`config.mk`:
```
export PLATFORM = sky130hd
export DESIGN_NAME = time_dmr_pair_flat
export DESIGN_NICKNAME = d
export VERILOG_FILES = /design/src/rtl/time_dmr_pkg.sv /design/src/rtl/time_dmr_if.sv /design/src/rtl/time_dmr_checker.sv /design/src/rtl/time_dmr_pair.sv /design/src/flat_wrapper.sv
export SDC_FILE = /design/constraint.sdc
export NUM_CORES = 1
export LEC_CHECK = 0
export BUFFER_PORTS_ARGS = -buffer_cell sky130_fd_sc_hd__buf_2
export CORE_AREA = 10 10 87 81
export CTS_CLUSTER_SIZE = 20
export DETAILED_ROUTE_END_ITERATION = 6
export DIE_AREA = 0 0 97 91
export SLEW_MARGIN = 20
export SYNTH_ARGS = -nofsm -noshare
export SYNTH_HDL_FRONTEND = slang
export SYNTH_HIERARCHICAL = 1
export SYNTH_SLANG_ARGS = --single-unit
```
`constraint.sdc`:
```
create_clock -name clk_i -period 3.1 [get_ports clk_i]
set_input_delay 0.155 -clock clk_i [delete_from_list [all_inputs] [get_ports clk_i]]
set_output_delay 0.155 -clock clk_i [all_outputs]
set_load 0.1 [all_outputs]
```
`src/rtl/time_dmr_pkg.sv`:
```
// Shared types for the temporal DMR wrapper: default payload/ID shapes and
// the start-side FSM state.
package time_dmr_pkg;

  localparam int unsigned ID_SIZE = 4;

  typedef logic [7:0] data_t;

  typedef struct packed {
    data_t              data;
    logic [ID_SIZE-1:0] id;
  } item_t;

  typedef enum logic [0:0] {
    BASE = 1'b0,
    REPL = 1'b1
  } start_state_e;

endpackage

```
`src/rtl/time_dmr_if.sv`:
```
// Redundant copy bus: one tagged copy per valid/ready handshake.
interface time_dmr_if #(
  parameter type         DataType = time_dmr_pkg::data_t,
  parameter int unsigned IDSize   = time_dmr_pkg::ID_SIZE
) ();

  DataType           data;
  logic [IDSize-1:0] id;
  logic              valid;
  logic              ready;

  modport master (output data, output id, output valid, input ready);
  modport slave  (input data, input id, input valid, output ready);

endinterface

```
`src/rtl/time_dmr_checker.sv`:
```
// End side of the temporal DMR pair: pairs the two copies of each item by ID
// and emits one (possibly retry-flagged) result per item.
module time_dmr_checker
  import time_dmr_pkg::*;
#(
  parameter type         DataType    = data_t,
  parameter int unsigned IDSize      = ID_SIZE,
  parameter int unsigned LockTimeout = 4
) (
  input  logic              clk_i,
  input  logic              rst_ni,
  input  logic              enable_i,
  time_dmr_if.slave         red,
  output DataType           data_o,
  output logic [IDSize-1:0] id_o,
  output logic              needs_retry_o,
  output logic              valid_o,
  input  logic              ready_i,
  output logic              lock_o,
  output logic              fault_detected_o
);

  typedef logic [IDSize-1:0] id_t;

  localparam int unsigned    CW       = $clog2(LockTimeout + 1);
  localparam logic [CW-1:0]  CNT_LAST = CW'(LockTimeout - 1);

  // Pending-copy slot; when occupied it always holds the copy for ID e_q.
  logic          p_valid_q, p_faulty_q;
  DataType       p_data_q;
  id_t           e_q;
  logic [CW-1:0] cnt_q;

  logic          out_valid_q, out_retry_q, fault_q;
  DataType       out_data_q;
  id_t           out_id_q;

  logic          out_free, copy_hs, timeout;
  id_t           e_next_id, e_prev_id;

  logic          emit, emit_retry;
  DataType       emit_data;
  id_t           emit_id;
  logic          p_valid_d, p_faulty_d;
  DataType       p_data_d;
  id_t           e_d;

  assign out_free  = !out_valid_q || ready_i;
  assign red.ready = out_free;
  assign copy_hs   = red.valid && out_free;
  assign e_next_id = e_q + id_t'(1);
  assign e_prev_id = e_q - id_t'(1);
  assign timeout   = enable_i && p_valid_q && !copy_hs && (cnt_q == CNT_LAST) && out_free;

  always_comb begin
    // NOTE: every always_comb output gets a default first, so no path can infer a latch.
    emit       = 1'b0;
    emit_retry = 1'b0;
    emit_data  = p_data_q;
    emit_id    = e_q;
    p_valid_d  = p_valid_q;
    p_faulty_d = p_faulty_q;
    p_data_d   = p_data_q;
    e_d        = e_q;

    if (!enable_i) begin
      p_valid_d = 1'b0;
      if (copy_hs) begin
        emit      = 1'b1;
        emit_data = red.data;
        emit_id   = red.id;
        e_d       = red.id + id_t'(1);
      end
    end else if (copy_hs) begin
      // A copy tagged E-1 belongs to an item already emitted and is dropped.
      if (red.id != e_prev_id) begin
        if (!p_valid_q) begin
          p_valid_d  = 1'b1;
          p_data_d   = red.data;
          p_faulty_d = (red.id != e_q);
        end else if (red.id == e_next_id) begin
          emit       = 1'b1;
          emit_retry = 1'b1;
          p_data_d   = red.data;
          p_faulty_d = 1'b0;
          e_d        = e_next_id;
        end else begin
          emit       = 1'b1;
          emit_retry = p_faulty_q || (red.id != e_q) || (red.data != p_data_q);
          p_valid_d  = 1'b0;
          e_d        = e_next_id;
        end
      end
    end else if (timeout) begin
      emit       = 1'b1;
      emit_retry = 1'b1;
      p_valid_d  = 1'b0;
      e_d        = e_next_id;
    end
  end

  always_ff @(posedge clk_i or negedge rst_ni) begin
    if (!rst_ni) begin
      p_valid_q   <= 1'b0;
      p_faulty_q  <= 1'b0;
      p_data_q    <= '0;
      e_q         <= '0;
      cnt_q       <= '0;
      out_valid_q <= 1'b0;
      out_retry_q <= 1'b0;
      out_data_q  <= '0;
      out_id_q    <= '0;
      fault_q     <= 1'b0;
    end else begin
      // NOTE: state uses non-blocking assignments so every register samples pre-edge values.
      p_valid_q  <= p_valid_d;
      p_faulty_q <= p_faulty_d;
      p_data_q   <= p_data_d;
      e_q        <= e_d;
      fault_q    <= emit && emit_retry;

      if (emit) begin
        out_valid_q <= 1'b1;
        out_retry_q <= emit_retry;
        out_data_q  <= emit_data;
        out_id_q    <= emit_id;
      end else if (ready_i) begin
        out_valid_q <= 1'b0;
      end

      // Idle counter restarts on every arriving copy and whenever the slot empties.
      if (!enable_i || !p_valid_q || copy_hs || timeout) begin
        cnt_q <= '0;
      end else if (cnt_q != CNT_LAST) begin
        cnt_q <= cnt_q + CW'(1);
      end
    end
  end

  assign data_o           = out_data_q;
  assign id_o             = out_id_q;
  assign needs_retry_o    = out_retry_q;
  assign valid_o          = out_valid_q;
  assign lock_o           = p_valid_q;
  assign fault_detected_o = fault_q;

endmodule

```
`src/rtl/time_dmr_pair.sv`:
```
// Temporal DMR wrapper: sends each upstream item out twice with a rolling ID
// and checks the two returning copies against each other.
module time_dmr_pair
  import time_dmr_pkg::*;
#(
  parameter type         DataType    = data_t,
  parameter int unsigned IDSize      = ID_SIZE,
  parameter int unsigned LockTimeout = 4
) (
  input  logic              clk_i,
  input  logic              rst_ni,
  input  logic              enable_i,
  input  DataType           data_i,
  input  logic              valid_i,
  output logic              ready_o,
  time_dmr_if.master        red_o,
  time_dmr_if.slave         red_i,
  output DataType           data_o,
  output logic [IDSize-1:0] id_o,
  output logic              needs_retry_o,
  output logic              valid_o,
  input  logic              ready_i,
  output logic              lock_o,
  output logic              fault_detected_o
);

  start_state_e      state_q;
  logic [IDSize-1:0] ni_q;
  logic              red_hs;

  // Upstream is only released once the second copy has been handed off.
  assign red_o.data  = data_i;
  assign red_o.id    = ni_q;
  assign red_o.valid = (enable_i && state_q == REPL) ? 1'b1 : valid_i;
  assign red_hs      = red_o.valid && red_o.ready;
  assign ready_o     = (!enable_i || state_q == REPL) && red_o.ready;

  always_ff @(posedge clk_i or negedge rst_ni) begin
    if (!rst_ni) begin
      state_q <= BASE;
      ni_q    <= '0;
    end else begin
      if (!enable_i) begin
        state_q <= BASE;
      end else if (red_hs) begin
        state_q <= (state_q == BASE) ? REPL : BASE;
      end
      if (red_hs && (!enable_i || state_q == REPL)) begin
        ni_q <= ni_q + 1'b1;
      end
    end
  end

  time_dmr_checker #(
    .DataType    (DataType),
    .IDSize      (IDSize),
    .LockTimeout (LockTimeout)
  ) u_checker (
    .clk_i            (clk_i),
    .rst_ni           (rst_ni),
    .enable_i         (enable_i),
    .red              (red_i),
    .data_o           (data_o),
    .id_o             (id_o),
    .needs_retry_o    (needs_retry_o),
    .valid_o          (valid_o),
    .ready_i          (ready_i),
    .lock_o           (lock_o),
    .fault_detected_o (fault_detected_o)
  );

endmodule

```
`src/flat_wrapper.sv`:
```
// flat-port wrapper written by rule: the top's interface ports become plain ports
module time_dmr_pair_flat import time_dmr_pkg::*;
#(
  parameter type         DataType    = data_t,
  parameter int unsigned IDSize      = ID_SIZE,
  parameter int unsigned LockTimeout = 4
)
  (clk_i, rst_ni, enable_i, data_i, valid_i, ready_o, data_o, id_o, needs_retry_o, valid_o, ready_i, lock_o, fault_detected_o, red_o_data, red_o_id, red_o_valid, red_o_ready, red_i_data, red_i_id, red_i_valid, red_i_ready);
  time_dmr_if #(.DataType(DataType), .IDSize(IDSize)) red_o_i ();
  time_dmr_if #(.DataType(DataType), .IDSize(IDSize)) red_i_i ();
  input  logic clk_i;
  input  logic rst_ni;
  input  logic enable_i;
  input  DataType data_i;
  input  logic valid_i;
  output logic ready_o;
  output DataType data_o;
  output logic [IDSize-1:0] id_o;
  output logic needs_retry_o;
  output logic valid_o;
  input  logic ready_i;
  output logic lock_o;
  output logic fault_detected_o;
  output wire logic [$bits(red_o_i.data)-1:0] red_o_data;
  output wire logic [$bits(red_o_i.id)-1:0] red_o_id;
  output wire logic [$bits(red_o_i.valid)-1:0] red_o_valid;
  input wire logic [$bits(red_o_i.ready)-1:0] red_o_ready;
  input wire logic [$bits(red_i_i.data)-1:0] red_i_data;
  input wire logic [$bits(red_i_i.id)-1:0] red_i_id;
  input wire logic [$bits(red_i_i.valid)-1:0] red_i_valid;
  output wire logic [$bits(red_i_i.ready)-1:0] red_i_ready;
  assign red_o_data = red_o_i.data;
  assign red_o_id = red_o_i.id;
  assign red_o_valid = red_o_i.valid;
  assign red_o_i.ready = red_o_ready;
  assign red_i_i.data = red_i_data;
  assign red_i_i.id = red_i_id;
  assign red_i_i.valid = red_i_valid;
  assign red_i_ready = red_i_i.ready;
  time_dmr_pair #(.DataType(DataType), .IDSize(IDSize), .LockTimeout(LockTimeout)) u_core (.clk_i(clk_i), .rst_ni(rst_ni), .enable_i(enable_i), .data_i(data_i), .valid_i(valid_i), .ready_o(ready_o), .red_o(red_o_i), .red_i(red_i_i), .data_o(data_o), .id_o(id_o), .needs_retry_o(needs_retry_o), .valid_o(valid_o), .ready_i(ready_i), .lock_o(lock_o), .fault_detected_o(fault_detected_o));
endmodule
```
==> results_dict.tcl <==
set metrics [dict create \
    tns_ns 0 \
    fin_crit_ns 2.239 \
    wl_per_cell_um 15.45 \
    cts_tree "yes" \
    synth.distinct_cells 47 \
    min-delay-path-class "input port to flip-flop" \
    grt_antenna_before_repair 0 \
    relSlewSlack 0.4511 \
    worst_path_max_delay_cell "dfrtp_1" \
    syn_avg_cell_area_um2 10.90 \
    grt_pass1_wl_um 7948 \
    grt_max_degree 38 \
    synth.ff_latch_count 37 \
    synth_edf_count 0 \
    min_from "red_i_data[4]" \
    remaining_drc_errors 0 \
    cts_num_sinks 37 \
    syn_nets 230 \
    ys.flop_type "dfrtp_1" \
    insertion_delay_ns 0.29 \
    path_max_fanout 8 \
    viasPerCell 5.106 \
    critPathCaptureType "flip-flop" \
    syn_inst 197 \
    post-route-period-util 0.7224 \
    die_h_um 91 \
    netlist_area_mm2 0.002147 \
    nets 267 \
    crit_arrival_ns 2.42 \
    fill_cells 492 \
    ant_nets 0 \
    post-synth-top-area-cell "dfrtp_1" \
    postCtsResizedCells 0 \
    crit_path_max_incr_delay_ns 0.46 \
    drive_gt1_frac 0.3277 \
    die_area_mm2 0.008827 \
    synth_area_leaders "dfrtp_1 43%, xor2_1 6.1%, mux2_2 5.8%" \
    wirelength_um 4665 \
    status "complete, no violations" \
    path_clk_slew_ns 0.07 \
    final_hold_viol_count 0 \
    final_common_cell "buf_2" \
    portBuffers 41 \
    syn2layout_area_growth_pct 14.74 \
    cts_buffers 5 \
    crit_chain "inv_1 > ha_1 > xnor2_1 > and3b_4 > a21oi_4 > or2_1 > mux2_4" \
    rows 25 \
    path_buf_inv 1 \
    drt_iter0_drc 117 \
    drv_cap 0 \
    yosysSeqAreaShare 0.4312 \
    dr.pass1.iters 4 \
    synth.top_cell.area_share 0.4312 \
    htree_levels 2 \
    core_mm2 0.005224 \
    rsz0062_at_grt "no" \
    n_antenna_cell 0 \
    worstReg2RegStart "u_core/u_checker/e_q[1]" \
    setup_viol 0 \
    report.final.slew_viol_count 0 \
    dpl.hpwl_um 3379 \
    post_cts_buffers 0 \
    crit_start "u_core/u_checker/e_q[1]" \
    clock_path_buffers 2 \
    gp_congestion 0.8514 \
    pin_count 58 \
    grtUsageTotal 0.1066 \
    worstSetupPathType "flip-flop to flip-flop" \
    clock.fmax_mhz 446.6 \
    die_w_um 97 \
    most-common-layout-cells "41 x buf_2, 37 x dfrtp_1, 16 x nor3_1, 16 x a21oi_1, 15 x xor2_1" \
    grt_pass1_vias 1620 \
    worst_slew_pin_slew_ns 0.8233 \
    crit_required_ns 3.28 \
    finClkSkew_ns 0.005076 \
    vias 1542 \
    root_buffer "clkbuf_8" \
    cp_top_family "simple AND/OR/NAND/NOR gates" \
    synth-async-reset-ratio 1.000 \
    start_util 0.4110 \
    grt-ovfl-total 0 \
    yosysWarnings 6 \
    start_kind "flip-flop" \
]
## flip-flops by register name (all words and copies together), names as in the netlist
name	cells
u_core/u_checker/needs_retry_o	1
u_core/u_checker/e_q	4
u_core/u_checker/lock_o	1
u_core/state_q	1
u_core/u_checker/id_o	4
u_core/u_checker/p_faulty_q	1
u_core/u_checker/cnt_q	3
u_core/u_checker/fault_detected_o	1
u_core/u_checker/valid_o	1
u_core/u_checker/data_o	8
u_core/u_checker/p_data_q	8
u_core/red_o.id	4
## per-layer routing
layer / vias up / routed length (um) / share of wire / global-route usage
li1: 761 / - / - / -
met1: 736 / 2157 / 0.46 / 0.1299
met2: 38 / 2048 / 0.44 / 0.1604
met3: 7 / 385 / 0.083 / 0.04394
met4: 0 / 73 / 0.016 / 0.04914
met5: - / 0 / 0 / 0
## synthesized netlist by cell type (all sizes together), types with 2 or more instances
cell / n
buf: 12
nand4: 2
xnor2: 5
or2: 2
dfrtp: 37
mux2: 14
and2: 2
nor2: 9
ha: 6
a21oi: 18
nand2b: 2
nand3b: 2
inv: 7
nand2: 5
xor2: 16
o21ai: 3
nor4: 2
clkbuf: 4
a31oi: 2
mux2i: 12
nor3: 16
nand3: 5
## kinds of logic after synthesis
logic type               after synthesis  synth area share
AND/OR/NAND/NOR                       51            0.1335
flip-flops                            37            0.4312
AO/OA/AOI/OAI                         32            0.1008
multiplexers                          26            0.1346
buffers and inverters                 23           0.06527
XOR/XNOR                              22           0.09965
adder cells (fa/ha/maj)                6           0.03496
## layout make-up
| type | count | area, um^2 | area share |
|---|---|---|---|
| flip-flops and latches | 37 | 925.9 | 0.3758 |
| clock inverters | 1 | 5.005 | 0.002031 |
| clock buffers | 7 | 96.34 | 0.03911 |
| multi-input cells | 137 | 1081 | 0.4388 |
| inverters | 7 | 26.28 | 0.01067 |
| well taps | 67 | 83.83 | 0.03403 |
| repair buffers | 46 | 245.2 | 0.09954 |
## path summary, 6_finish.rpt
check,endpoint,slack [ns],depth (start not counted)
worst max-delay path,u_core/u_checker/id_o[3],0.86,7
worst min-delay path,u_core/u_checker/p_data_q[4],0.13,2
worst max register to register,u_core/u_checker/id_o[3],0.86,7
worst min register to register,u_core/red_o.id[3],0.47,1
max in group asynchronous,u_core/u_checker/data_o[7],2.08,2
min in group asynchronous,u_core/u_checker/id_o[0],0.50,2
## per-stage QoR
step,instances,worst slack [ns],instance area (um^2),hold slack [ns],util
final,302,0.8607,2464,0.1312,0.4716
after global routing,302,0.7419,2464,0.1279,0.4716
after CTS,302,0.8771,2464,0.1222,0.4716
after detailed placement,293,0.8934,2352,0.3107,0.4503
after global placement,293,0.9471,2352,0.3107,0.4503
after floorplan,197,0.1772,2147,-0.1406,-
## timing repair
item,in CTS,in global routing
hold buffers,1,0
endpoints found under the setup margin,0,0
hold endpoints to repair,23,0
## worst register-to-register path, stage by stage (launching register included)
cell	delay [ns]
dfrtp_1	0.46
inv_1	0.08
ha_1	0.31
xnor2_1	0.22
and3b_4	0.25
a21oi_4	0.14
or2_1	0.34
mux2_4	0.33
Power is not shown: default switching activity piles up to over one toggle a cycle in this logic, so the estimate is an artifact.
